<file path="src/rtl/pin_scan_pkg.sv">
// rtl/pin_scan_pkg.sv - shared states, field widths, timing units and ASCII helpers for the pin scan sequencer
package pin_scan_pkg;

  typedef enum logic [3:0] {
    ST_IDLE,
    ST_ANNOUNCE,
    ST_LETTER_ON,
    ST_LETTER_OFF,
    ST_GAP,
    ST_NUMBER_ON,
    ST_NUMBER_OFF,
    ST_TRAIL,
    ST_NEXT
  } state_e;

  localparam int LETTER_W    = 5;
  localparam int NUMBER_W    = 5;
  localparam int ENTRY_W     = LETTER_W + NUMBER_W;
  localparam int UNIT_W      = 3;
  localparam int GAP_UNITS   = 2;
  localparam int TRAIL_UNITS = 6;

  localparam logic [7:0] ASCII_A_BASE = 8'h40;
  localparam logic [7:0] ASCII_0      = 8'h30;
  localparam logic [7:0] ASCII_LF     = 8'h0A;

  typedef struct packed {
    state_e                state;
    logic [LETTER_W-1:0]   reps;
    logic [UNIT_W-1:0]     units;
  } phase_t;

  // First pulse phase of a pin: letters, else straight to the gap, else skip the pin.
  function automatic phase_t first_phase(input logic [ENTRY_W-1:0] id);
    phase_t p;
    p.state = ST_NEXT;
    p.reps  = '0;
    p.units = '0;
    if (id[ENTRY_W-1:NUMBER_W] != '0) begin
      p.state = ST_LETTER_ON;
      p.reps  = id[ENTRY_W-1:NUMBER_W];
      p.units = UNIT_W'(1);
    end else if (id[NUMBER_W-1:0] != '0) begin
      p.state = ST_GAP;
      p.units = UNIT_W'(GAP_UNITS);
    end
    return p;
  endfunction

  function automatic logic [7:0] announce_byte(input logic [ENTRY_W-1:0] id, input logic [1:0] k);
    logic [7:0]          b;
    logic [NUMBER_W-1:0] n;
    n = id[NUMBER_W-1:0];
    case (k)
      2'd0:    b = ASCII_A_BASE + 8'(id[ENTRY_W-1:NUMBER_W]);
      2'd1:    b = ASCII_0 + 8'(n / NUMBER_W'(10));
      2'd2:    b = ASCII_0 + 8'(n % NUMBER_W'(10));
      default: b = ASCII_LF;
    endcase
    return b;
  endfunction

endpackage

</file>
<file path="src/rtl/pin_scan_prescaler.sv">
// rtl/pin_scan_prescaler.sv - code-unit tick generator; clear_i holds the count at zero
module pin_scan_prescaler #(
  parameter int TICK_DIV = 2500000
) (
  input  logic clk_i,
  input  logic rst_ni,
  input  logic clear_i,
  output logic tick_o
);

  localparam int CW = $clog2(TICK_DIV);
  localparam logic [CW-1:0] LAST = CW'(TICK_DIV - 1);

  logic [CW-1:0] cnt_q, cnt_d;

  always_comb begin
    cnt_d  = cnt_q;
    tick_o = 1'b0;
    if (clear_i) begin
      cnt_d = '0;
    end else if (cnt_q == LAST) begin
      cnt_d  = '0;
      tick_o = 1'b1;
    end else begin
      cnt_d = cnt_q + CW'(1);
    end
  end

  always_ff @(posedge clk_i or negedge rst_ni) begin
    if (!rst_ni) cnt_q <= '0;
    else         cnt_q <= cnt_d;
  end

endmodule

</file>
<file path="src/rtl/pin_scan_sequencer.sv">
// rtl/pin_scan_sequencer.sv - drives one pin at a time with letter/number pulse codes
// PIN_SCAN_UART_EN adds a per-pin ASCII ball-name announce over the tx byte handshake.
module pin_scan_sequencer
  import pin_scan_pkg::*;
#(
  parameter int               NPINS           = 16,
  parameter int               TICK_DIV        = 2500000,
  parameter logic [NPINS-1:0] ACTIVE_LOW_MASK = '0
) (
  input  logic                       clk_i,
  input  logic                       rst_ni,
  input  logic                       enable_i,
  input  logic                       hold_i,
  input  logic [NPINS*ENTRY_W-1:0]   pin_id_i,
  output logic [NPINS-1:0]           pins_o,
  output logic [$clog2(NPINS)-1:0]   active_idx_o,
  output logic                       scan_done_o
`ifdef PIN_SCAN_UART_EN
  ,
  output logic [7:0]                 tx_data_o,
  output logic                       tx_valid_o,
  input  logic                       tx_ready_i
`endif
);

  localparam int IW = $clog2(NPINS);
  localparam logic [IW-1:0] LAST_IDX = IW'(NPINS - 1);

  state_e               state_q, state_d;
  logic [IW-1:0]        idx_q, idx_d;
  logic [ENTRY_W-1:0]   id_q, id_d, entry_id;
  logic [LETTER_W-1:0]  rep_q, rep_d;
  logic [UNIT_W-1:0]    unit_q, unit_d;
  logic [NPINS-1:0]     pins_q, pins_d;
  logic                 done_q, done_d;
  logic                 drive, tick, clr, start, last_unit;
  phase_t               ph;
  logic [ENTRY_W-1:0]   ids [NPINS];

`ifdef PIN_SCAN_UART_EN
  logic [1:0]           byte_q, byte_d;
  logic                 tx_valid_q, tx_valid_d;
  logic [7:0]           tx_data_q, tx_data_d;
`endif

  for (genvar g = 0; g < NPINS; g++) begin : g_ids
    assign ids[g] = pin_id_i[g*ENTRY_W +: ENTRY_W];
  end

  // Clearing in NEXT keeps every pin's first unit a full TICK_DIV long.
  assign clr = (state_q == ST_IDLE) || (state_q == ST_ANNOUNCE) || (state_q == ST_NEXT);

  pin_scan_prescaler #(.TICK_DIV(TICK_DIV)) u_prescaler (
    .clk_i   (clk_i),
    .rst_ni  (rst_ni),
    .clear_i (clr),
    .tick_o  (tick)
  );

  assign last_unit = tick && (unit_q == UNIT_W'(1));

  always_comb begin
    state_d  = state_q;
    idx_d    = idx_q;
    id_d     = id_q;
    rep_d    = rep_q;
    unit_d   = unit_q;
    done_d   = 1'b0;
    drive    = 1'b0;
    start    = 1'b0;
    entry_id = '0;
    ph       = first_phase(id_q);
`ifdef PIN_SCAN_UART_EN
    byte_d     = byte_q;
    tx_valid_d = tx_valid_q;
    tx_data_d  = tx_data_q;
`endif
    if (tick) unit_d = unit_q - UNIT_W'(1);

    case (state_q)
      ST_IDLE: start = enable_i;
`ifdef PIN_SCAN_UART_EN
      ST_ANNOUNCE: begin
        if (tx_valid_q && tx_ready_i) begin
          if (byte_q == 2'd3) begin
            tx_valid_d = 1'b0;
            state_d    = ph.state;
            rep_d      = ph.reps;
            unit_d     = ph.units;
          end else begin
            byte_d    = byte_q + 2'd1;
            tx_data_d = announce_byte(id_q, byte_q + 2'd1);
          end
        end
      end
`endif
      ST_LETTER_ON: begin
        drive = 1'b1;
        if (last_unit) begin
          state_d = ST_LETTER_OFF;
          unit_d  = UNIT_W'(1);
        end
      end
      ST_LETTER_OFF: begin
        if (last_unit) begin
          if (rep_q > LETTER_W'(1)) begin
            state_d = ST_LETTER_ON;
            rep_d   = rep_q - LETTER_W'(1);
            unit_d  = UNIT_W'(1);
          end else begin
            state_d = ST_GAP;
            unit_d  = UNIT_W'(GAP_UNITS);
          end
        end
      end
      ST_GAP: begin
        if (last_unit) begin
          if (id_q[NUMBER_W-1:0] != '0) begin
            state_d = ST_NUMBER_ON;
            rep_d   = id_q[NUMBER_W-1:0];
            unit_d  = UNIT_W'(1);
          end else begin
            state_d = ST_TRAIL;
            unit_d  = UNIT_W'(TRAIL_UNITS);
          end
        end
      end
      ST_NUMBER_ON: begin
        drive = 1'b1;
        if (last_unit) begin
          state_d = ST_NUMBER_OFF;
          unit_d  = UNIT_W'(1);
        end
      end
      ST_NUMBER_OFF: begin
        if (last_unit) begin
          if (rep_q > LETTER_W'(1)) begin
            state_d = ST_NUMBER_ON;
            rep_d   = rep_q - LETTER_W'(1);
            unit_d  = UNIT_W'(1);
          end else begin
            state_d = ST_TRAIL;
            unit_d  = UNIT_W'(TRAIL_UNITS);
          end
        end
      end
      ST_TRAIL: begin
        if (last_unit) state_d = ST_NEXT;
      end
      ST_NEXT: begin
        start = 1'b1;
        if (!hold_i) begin
          idx_d  = (idx_q == LAST_IDX) ? '0 : idx_q + IW'(1);
          done_d = (idx_q == LAST_IDX);
        end
      end
      default: state_d = ST_IDLE;
    endcase

    // The pin's ID is captured here and held for its whole code.
    if (start) begin
      entry_id = ids[idx_d];
      id_d     = entry_id;
      ph       = first_phase(entry_id);
`ifdef PIN_SCAN_UART_EN
      if (entry_id != '0) begin
        state_d    = ST_ANNOUNCE;
        byte_d     = 2'd0;
        tx_valid_d = 1'b1;
        tx_data_d  = announce_byte(entry_id, 2'd0);
      end else begin
        state_d = ph.state;
        rep_d   = ph.reps;
        unit_d  = ph.units;
      end
`else
      state_d = ph.state;
      rep_d   = ph.reps;
      unit_d  = ph.units;
`endif
    end

    if (!enable_i) begin
      state_d = ST_IDLE;
      idx_d   = '0;
      done_d  = 1'b0;
      drive   = 1'b0;
`ifdef PIN_SCAN_UART_EN
      tx_valid_d = 1'b0;
`endif
    end
  end

  always_comb begin
    pins_d = ACTIVE_LOW_MASK;
    if (drive) pins_d[idx_q] = ~ACTIVE_LOW_MASK[idx_q];
  end

  always_ff @(posedge clk_i or negedge rst_ni) begin
    if (!rst_ni) begin
      state_q <= ST_IDLE;
      idx_q   <= '0;
      id_q    <= '0;
      rep_q   <= '0;
      unit_q  <= '0;
      pins_q  <= ACTIVE_LOW_MASK;
      done_q  <= 1'b0;
    end else begin
      state_q <= state_d;
      idx_q   <= idx_d;
      id_q    <= id_d;
      rep_q   <= rep_d;
      unit_q  <= unit_d;
      pins_q  <= pins_d;
      done_q  <= done_d;
    end
  end

`ifdef PIN_SCAN_UART_EN
  always_ff @(posedge clk_i or negedge rst_ni) begin
    if (!rst_ni) begin
      byte_q     <= 2'd0;
      tx_valid_q <= 1'b0;
      tx_data_q  <= 8'h00;
    end else begin
      byte_q     <= byte_d;
      tx_valid_q <= tx_valid_d;
      tx_data_q  <= tx_data_d;
    end
  end

  assign tx_data_o  = tx_data_q;
  assign tx_valid_o = tx_valid_q;
`endif

  assign pins_o       = pins_q;
  assign active_idx_o = idx_q;
  assign scan_done_o  = done_q;

endmodule

</file>
<file path="config.mk">
export PLATFORM = sky130hd
export DESIGN_NAME = pin_scan_sequencer
export DESIGN_NICKNAME = d
export VERILOG_FILES = /design/src/rtl/pin_scan_pkg.sv /design/src/rtl/pin_scan_prescaler.sv /design/src/rtl/pin_scan_sequencer.sv
export SDC_FILE = /design/constraint.sdc
export NUM_CORES = 1
export LEC_CHECK = 0
export BUFFER_PORTS_ARGS = -buffer_cell sky130_fd_sc_hd__buf_4
export CORE_ASPECT_RATIO = 1.5
export CORE_MARGIN = 1.5
export CORE_UTILIZATION = 54
export DETAILED_ROUTE_END_ITERATION = 12
export PLACE_DENSITY_LB_ADDON = 0.05
export SYNTH_ARGS = -nofsm -noshare
export SYNTH_HDL_FRONTEND = slang
export SYNTH_HIERARCHICAL = 1
export SYNTH_SLANG_ARGS = --single-unit
</file>
<file path="constraint.sdc">
create_clock -name clk_i -period 5.3 [get_ports clk_i]
set_clock_uncertainty 0.2 [all_clocks]
set_input_delay 0.265 -clock clk_i [delete_from_list [all_inputs] [get_ports clk_i]]
set_output_delay 0.265 -clock clk_i [all_outputs]
set_load 0.01 [all_outputs]
</file>
==> results.txt <==
The flow ran to the end, and the final reports show no timing, DRC or antenna violations. Average wire per standard cell: 21.5 um. For the hold violation count in the final report, the log shows 0. Path category of the worst min-delay check: primary input to flip-flop. The biggest area contributor in the post-synthesis netlist is sky130_fd_sc_hd__dfrtp_1.

The worst setup path is launched from a flip-flop. In this run the register-to-register setup slack is 1040 ps. The maximum operating frequency is 0.235 GHz, and the total congestion overflow after global routing is 0.

The number of I/O pins was 185; the number of instances in the synthesized netlist was 606. The logs give 9 for the number of clock buffers inserted by TritonCTS and 0.559 for the starting utilization of the core area. After the first detailed-routing iteration, the DRC count stood at 633. After clock tree synthesis, the clock-pin slew on the worst setup and hold paths is 50 ps. The number of synthesized flops with an enable pin is 0. Clock latency on the worst-skew pair, taken at its later pin, is 330 ps. Counting every net in the synthesized netlist gives 779.

The die is 120 um tall. The layout-stage area growth over the synthesis result came out at 34.9%. The tools report the last weighted congestion value of the routability-driven placer as 0.997. The number of pins with negative max-slew slack in the final report was 0. For the final routed database, the setup TNS stands at 0 ps.

The run gives 5770 as the detailed-route via count. In this run the static leakage power is 3.02 nW. The async set or reset register ratio after synthesis was 1.00. Once detailed placement completed, the half-perimeter wirelength came to 14.8 mm. The tools report the via count of the first global-routing pass as 5696. Relative max-transition margin: 0.244. At the pin with the least slew margin, the transition time is 1130 ps. The worst hold slack was 64.6 ps; the area share of the largest cell type after synthesis was 0.304.

The count of buffers added on input and output ports is 184. The critical path class is flip-flop to flip-flop. The number of synthesized register bits came out at 60. Dividing total power by cell area gives a power density of 245 nW/um^2. The detail route stage leaves a number of antenna-violating nets equal to 0. The synthesized netlist occupies a cell area of 4940 um^2.

The run gives 28.7 mm as the wire length of the first global-routing pass. The root buffer cell chosen for the clock tree is sky130_fd_sc_hd__clkbuf_16. The share of cells above drive strength 1 was 0.311. The overall fraction of global-route tracks in use is 0.391. Averaged over all synthesized cells, the footprint is 8.15 um^2. The final layout net count was 942; the largest net degree at the start of global routing was 61. The area enclosed by the die boundary was 9740 um^2; the number of inserted diodes was 0. Post-CTS repair changed the size of 0 cells.

The max capacitance violation total was 0. The run gives 0 as the number of setup violations in the final report. For the total iterations of the first detailed-routing run, the log shows 5.

Share of the cycle needed by the critical path after routing: 0.803. By area the synthesized netlist is led by sky130_fd_sc_hd__dfrtp_1 (30%), sky130_fd_sc_hd__nor2_1 (6.0%), sky130_fd_sc_hd__mux2i_1 (5.1%). The data arrival time of the critical path is 4310 ps. The logs give 0 for the count of unresolved DRC violations after routing and 0.304 for the sequential element share of the synthesized area.

Once layout is done, the placed cells without fillers occupy 6660 um^2. Data on the critical path is required at its endpoint by 5350 ps. For this run, the leading register cell type out of synthesis is sky130_fd_sc_hd__dfrtp_1. The number of different library cells used by synthesis comes to 77.

TritonCTS built the clock tree. The smallest clock period supported by the final layout is computed as 4260 ps. Of all nets on the critical path, the largest fanout is 28. After detailed routing, the total wire length is 19.0 mm. After detailed placement, the total cell area comes to 6330 um^2.

By count the netlist is led by sky130_fd_sc_hd__nor2_1 (79), sky130_fd_sc_hd__nand2_1 (61), sky130_fd_sc_hd__dfrtp_1 (60), sky130_fd_sc_hd__a21oi_1 (41). The logs give 0.181 mV for the maximum vdd ir drop and 42 for the floorplan row count. STA classifies the critical path endpoint as a flip-flop.

For the share of the core filled with cells, the log shows 0.755. Setup repair after global routing left no endpoint under its margin. In the routed layout, each cell is associated on average with a via count of 6.53. The longest clock path from root to sink contains 2 buffers.

The clock drives 60 sinks. Measured along the x axis, the die boundary spans 81.1 um. Number of levels in the clock H-tree: 3. Yosys printed 6 warnings. The tools report the core region area as 8830 um^2. Initial antenna violation count: 0.

The run gives 1.63 mW as the power consumption. By instance count, the leading cell after synthesis is sky130_fd_sc_hd__nor2_1.
cell usage in the layout (no fill, tap or decap), drive strengths merged, types with 5 or more instances in the layout:
| master | synthesis | final |
|---|---|---|
| mux2i | 25 | 25 |
| nor3 | 21 | 21 |
| ha | 9 | 9 |
| inv | 15 | 15 |
| nor4 | 9 | 9 |
| dfrtp | 60 | 60 |
| nand4 | 12 | 12 |
| o21ai | 19 | 19 |
| and3 | 22 | 22 |
| a211oi | 16 | 16 |
| nand3 | 26 | 26 |
| a21oi | 41 | 41 |
| o221ai | 5 | 5 |
| buf | 18 | 191 |
| a2111oi | 9 | 9 |
| clkbuf | 22 | 11 |
| a21boi | 5 | 5 |
| nand2 | 63 | 63 |
| nor2 | 79 | 79 |
| xnor2 | 14 | 14 |
| o22ai | 12 | 12 |
| xor2 | 7 | 7 |
| a31oi | 6 | 6 |
report_power, final:
group / switching (mW) / internal [mW] / total [mW]
Sequential: 0.0732 / 0.508 / 0.581
Clock: 0.195 / 0.421 / 0.616
Combinational: 0.236 / 0.195 / 0.432
Total: 0.505 / 1.12 / 1.63
per-layer routing:
metal | GRT usage | wire [um]
met1 | 0.427 | 6710
met2 | 0.696 | 9850
met3 | 0.0624 | 1430
met4 | 0.213 | 984
met5 | 0 | 0
sequential cells by signal (all words and copies together), names as in the netlist:
register,count
active_idx_o,4
id_q,5
pins_o,16
unit_q,3
u_prescaler/cnt_q,22
state_q,4
rep_q,5
scan_done_o,1
worst paths after layout:
kind	start	end	cells after the start
max	state_q[2]$_DFFE_PN0P_	state_q[2]$_DFFE_PN0P_	9
min	enable_i	state_q[3]$_DFFE_PN0P_	3
max reg2reg	state_q[2]$_DFFE_PN0P_	state_q[2]$_DFFE_PN0P_	9
min reg2reg	id_q[0]$_DFFE_PN0P_	id_q[0]$_DFFE_PN0P_	2
max in group asynchronous	rst_ni	u_prescaler/cnt_q[14]$_DFF_PN0_	2
min in group asynchronous	rst_ni	pins_o[6]$_DFF_PN0_	2
stage by stage:
step,setup slack [ps],instances
global route,777,884
finish,1040,884
CTS,1210,884
detailed placement,1220,867
global placement,1340,867
floorplan,1900,606
worst max-delay path: stages, from the launching register on:
cell and delay (ps):
sky130_fd_sc_hd__dfrtp_1 540, sky130_fd_sc_hd__nor3b_2 570, sky130_fd_sc_hd__nand3_1 600, sky130_fd_sc_hd__nand2_2 690, sky130_fd_sc_hd__a2111oi_0 240, sky130_fd_sc_hd__nor4_1 610, sky130_fd_sc_hd__and3_1 320, sky130_fd_sc_hd__nor3_4 60
sky130_fd_sc_hd__a32o_1 240, sky130_fd_sc_hd__a21oi_1 100
timing repair:
action,CTS,global route
hold endpoints to repair,60,0
buffers inserted,0,0
hold buffers,1,0
cell families (layout without fill, tap and decap cells):
family / Yosys count / in the layout / share of synthesized area
AND/OR/NAND/NOR: 267 / 267 / 0.275
AO/OA/AOI/OAI: 162 / 162 / 0.235
flip-flops: 60 / 60 / 0.304
buffers and inverters: 55 / 223 / 0.0494
multiplexers: 32 / 32 / 0.0758
XOR/XNOR: 21 / 21 / 0.0373
adder cells (fa/ha/maj): 9 / 9 / 0.0228
layout make-up:
| cell class | count | area, um^2 |
|---|---|---|
| repair buffers | 192 | 1440 |
| flip-flops and latches | 60 | 1500 |
| clock buffers | 11 | 243 |
| multi-input cells | 491 | 3210 |
| inverters | 15 | 56.3 |
| clock inverters | 5 | 75.1 |
| well taps | 110 | 138 |
| fillers | 676 | 2170 |
(Power assumes the default switching activity.)
